==> config.mk <==
export PLATFORM = sky130hd
export DESIGN_NAME = pc_epc_reg
export DESIGN_NICKNAME = d
export VERILOG_FILES = /design/src/rtl/pc_epc_reg.sv
export SDC_FILE = /design/constraint.sdc
export NUM_CORES = 1
export LEC_CHECK = 0
export ABC_AREA = 1
export CORE_MARGIN = 2
export CORE_UTILIZATION = 46
export CTS_BUF_LIST = sky130_fd_sc_hd__clkbuf_4 sky130_fd_sc_hd__clkbuf_8
export DETAILED_ROUTE_END_ITERATION = 10
export PLACE_DENSITY_LB_ADDON = 0.08
export SKIP_CTS_REPAIR_TIMING = 1
export SLEW_MARGIN = 20
export SYNTH_ARGS = -nofsm -noshare
export SYNTH_HDL_FRONTEND = slang
export SYNTH_SLANG_ARGS = --single-unit
==> constraint.sdc <==
create_clock -name clk -period 3.8 [get_ports clk]
set_clock_uncertainty 0.05 [all_clocks]
set_input_delay 0.76 -clock clk [delete_from_list [all_inputs] [get_ports clk]]
set_output_delay 0.76 -clock clk [all_outputs]
set_load 0.05 [all_outputs]
==> src/rtl/pc_epc_reg.sv <==
// Program counter with exception PC/cause capture and a byte-vectored handler fetch.
// Optional macro PC_ALIGN_CHECK_EN turns misaligned RUN-state PC writes into cause-3 exceptions.
module pc_epc_reg (
  input  logic        clk,
  input  logic        reset,
  input  logic [31:0] next_pc,
  input  logic        pc_write,
  input  logic        pc_write_cond,
  input  logic        zero,
  input  logic        exc_req,
  input  logic [1:0]  exc_cause,
  input  logic [7:0]  vec_byte,
  input  logic        vec_valid,
  output logic [31:0] pc,
  output logic [31:0] epc,
  output logic [1:0]  cause,
  output logic [31:0] vec_addr,
  output logic        exc_busy
);

  localparam logic [1:0] StRun    = 2'd0;
  localparam logic [1:0] StSave   = 2'd1;
  localparam logic [1:0] StVector = 2'd2;

  logic [1:0]  state_q, state_d;
  logic [31:0] pc_q, pc_d;
  logic [31:0] epc_q, epc_d;
  logic [1:0]  cause_q, cause_d;

  logic wr_req;
  logic misalign;
  logic take_exc;

  assign wr_req = pc_write | (pc_write_cond & zero);

`ifdef PC_ALIGN_CHECK_EN
  assign misalign = wr_req & (next_pc[1:0] != 2'b00);
`else
  assign misalign = 1'b0;
`endif

  assign take_exc = exc_req | misalign;

  always_comb begin
    state_d = state_q;
    pc_d    = pc_q;
    epc_d   = epc_q;
    cause_d = cause_q;
    case (state_q)
      StRun: begin
        if (take_exc) begin
          // An explicit request wins the cause over an alignment fault in the same cycle.
          epc_d   = pc_q - 32'd4;
          cause_d = exc_req ? exc_cause : 2'd3;
          state_d = StSave;
        end else if (wr_req) begin
          pc_d = next_pc;
        end
      end
      StSave: begin
        state_d = StVector;
      end
      StVector: begin
        if (vec_valid) begin
          pc_d    = {24'b0, vec_byte};
          state_d = StRun;
        end
      end
      default: begin
        state_d = StRun;
      end
    endcase
  end

  always_ff @(posedge clk or negedge reset) begin
    if (!reset) begin
      state_q <= StRun;
      pc_q    <= 32'd0;
      epc_q   <= 32'd0;
      cause_q <= 2'd0;
    end else begin
      state_q <= state_d;
      pc_q    <= pc_d;
      epc_q   <= epc_d;
      cause_q <= cause_d;
    end
  end

  assign pc       = pc_q;
  assign epc      = epc_q;
  assign cause    = cause_q;
  assign vec_addr = 32'd253 + {30'b0, cause_q};
  assign exc_busy = (state_q != StRun);

endmodule

* Word level (Yosys, flattened, before mapping) *
Index checks and enable logic that the tools add are counted.

word-level totals
  word-level logic and storage cells = 27
  input port bits = 49
  memory bits (writable) = 0
  memory bits (read-only) = 0
  flip-flop bits (word level) = 68
  memories kept = 0
  latch bits = 0
  output and inout bits = 99

cells by class
  shifts and indexed selects = 0
  multipliers = 0
  magnitude comparators = 0
  div/mod/pow operators = 0
  muxes and demuxes = 7
  reduce and logical (&&, ||, !) cells = 6
  bitwise logic cells = 2
  eq/ne operators = 6
  add/subtract/negate cells = 2

operators by type and width
  cell                                                                   number
  32-bit 2-to-1 mux                                                      3
  32-bit one-hot mux with 2 select lines                                 1
  32-bit by 3-bit subtractor with 32-bit output, second input constant   1
  8-bit by 2-bit adder with 9-bit output, first input constant           1
  2-bit inequality test, second input constant                           4
  2-bit one-hot mux with 3 select lines                                  1
  2-bit 2-to-1 mux                                                       2
  2-bit AND reduction                                                    2
  4-bit AND reduction                                                    1
  2-bit nonzero test                                                     2
  2-bit by 1-bit equality test with 1-bit output, second input constant  1
  2-bit equality test, second input constant                             1
  2-bit logical NOT                                                      1
  1-bit bitwise AND                                                      1
  1-bit OR                                                               1

* Logic depth before layout (Yosys ltp) *
  depth after elaboration = 5
  depth in mapped cells = 10
  gate-level depth less buffers = 10

* Worst setup path after synthesis *
No wires, ideal clock.

  kind = register -> output
  from = reg cause_q[1], in the netlist cause[1]
  to = out vec_addr[3]
  arrival time = 1905 ps
  required time = 2990 ps
  stages on the path, launching flop included = 4
  buffers on the path = 1
  slack = 1085 ps
  cells stage by stage = dfrtp_1 ha_1 inv_1 buf_4

between the ends
  longest elaborated chain between the ends = 1

RTL lines
  item                                    RTL line  source
  start, declared                         28        logic [1:0] cause_q, cause_d;
  start signal, assigned                  85        cause_q <= cause_d;
  8-bit by 2-bit adder with 9-bit output  92        assign vec_addr = 32'd253 + {30'b0, cause_q};
  end, declared                           17        output logic [31:0] vec_addr,

No other way between the ends.

* Final worst setup path *
  from = reg cause_q[0], in the netlist cause[0]
  to = out vec_addr[5]

Same word-level chain as after synthesis.

==> run metrics <==
status completed; startpoint types register; number of global-route vias before repair 3189; CTS tree built; MaxCap Viol Count 0; core area 8130 µm²; # rows 33; Die ar. 9030 µm²; worst min path class reg -> reg; die height 95.1 µm; most common cell in the netlist nand2_1; gr ovfl total 0; Nets 646; fraction of layout cells with a size suffix above 1 10.3%; internal reg-to-reg setup slack 1.40 ns; Top FF cell, synth dfrtp_1; Post-synth top cells nand2_1 (167), dfrtp_1 (68), nor2_1 (61); worst rel slew slack 43.6%; crit-path max FO 6; Seq/Total Area, Yosys 44.6%; Yosys top cell by area dfrtp_1; routed wire length 9240 µm; drt wl/cell 13.1 µm; initial antenna violation count 0; routed vias 3426; clk sinks 68; starting utilization of the core area 46.9%; Max Clock Freq 368 MHz; # port buffers 124; Antenna Nets Post-Route 0; hpwl dp 7060 µm; routability cong. 0.884; mapped cell area 3810 µm²; Worst Path Required 2.99 ns; setup violators final 0; I/O Pins 148; Setup TNS Final 0 ns; post-synthesis cell type count 28; post-synthesis sequential element count 68; Worst-Skew Late Latency 0.34 ns; Die X 95.1 µm; max-slew violation count 0; worst-margin pin slew 0.846 ns; synth top area cells dfrtp_1 (45%), nand2_1 (16%), o21ai_2 (7.8%); GRT Util Overall 21.8%; EDFF count, synth 0; Post-route DRC 0; Yosys top cell area share 44.6%; Crit path arrival time 1.91 ns; RSZ-0062 raised after global routing false; CTS root buf clkbuf_8; CTS max path bufs 2; global-route wire length before repair 15100 µm; H-tree depth 3; Crit Path Class reg -> out; clock buffer count from CTS 9; CP Cell Sequence ha_1, inv_1, clkdlybuf4s50_1; synth warn 0; clk slew on worst S/H paths 0.07 ns; Final Critical Period 2.72 ns; DRT iter0 DRCs 156; Slowest-stage cell, CP clkdlybuf4s50_1; area added between synthesis and finish 34.8%; Fillers 754; asr flop ratio synth 100%; slowest stage delay, CP 0.83 ns; Final Hold Fails 0; Worst Setup End Kind output port; DRT Pass-1 Iters 5; Syn Inst Count 479; vias per inst 4.86; n_diodes 0; Tcrit/Tclk final 71.5%; syn avg cell area 7.96 µm²; largest net degree at the start of global routing 65
==> layer usage <==
layer | GRT usage, % | share of wire, % | up-vias
met4 | 7.37 | 1.5 | 0
met5 | 0 | 0 | -
met2 | 33.0 | 45 | 130
met3 | 4.43 | 7.2 | 10
met1 | 31.4 | 46 | 1581
li1 | - | - | 1705
==> flip-flops by register name, summed over array words and instances (netlist names) <==
register / count
epc: 32
pc: 32
cause: 2
state_q: 2
==> cell usage in the layout, fill, tap and decap left out, types with 4 or more instances in the layout <==
master	count
xor2_1	7
o21bai_1	6
dfrtp_1	68
mux2i_1	8
inv_1	23
o21ai_2	34
nor2_1	61
conb_1	23
nand4_1	6
clkdlybuf4s50_1	123
clkbuf_4	4
nand2_1	167
o21ai_0	16
nand3_1	16
clkbuf_8	10
==> worst max-delay path: cells and delay by family, from the launching register on <==
kind / cells / cell delay (ns)
adders and majority gates: 1 / 0.21
buffers and inverters: 2 / 0.96
DFF: 1 / 0.40
==> final cells by class <==
class	count	area, µm²	area share (%)
multi-input cells	366	1790	34.8
flip-flops and latches	68	1700	33.1
repair buffers	126	1250	24.3
clock buffers	14	168	3.26
well taps	105	131	2.56
inverters	24	90.1	1.75
clock inverters	2	10.0	0.195
==> through the flow <==
stage,hold WS (ns),area [µm²],util [%],setup slack (ns),cells
floorplan,0.414,3900,-,1.08,501
global placement,0.412,4960,61.0,1.19,689
detailed placement,0.416,4960,61.0,1.15,689
CTS,0.435,5140,63.2,1.05,705
global route,0.453,5140,63.2,0.976,705
finish,0.432,5140,63.2,1.08,705
==> path summary, 6_finish.rpt <==
check | startpoint | endpoint | cells past startpoint
worst max-delay path | cause[0] | vec_addr[5] | 3
worst min-delay path | epc[11] | epc[11] | 2
worst max register to register | state_q[1] | pc[18] | 5
worst min register to register | epc[11] | epc[11] | 2
max in group asynchronous | reset | pc[22] | 2
min in group asynchronous | reset | epc[9] | 1
==> cells by family after synthesis <==
family | share of synthesized area (%)
XOR/XNOR | 2.30
AO/OA/AOI/OAI | 12.3
buffers and inverters | 10.6
other | 0.0983
multiplexers | 2.10
AND/OR/NAND/NOR | 27.3
adder cells (fa/ha/maj) | 0.656
flip-flops | 44.6
Power is not shown: default switching activity piles up to over one toggle a cycle in this logic, so the estimate is an artifact.
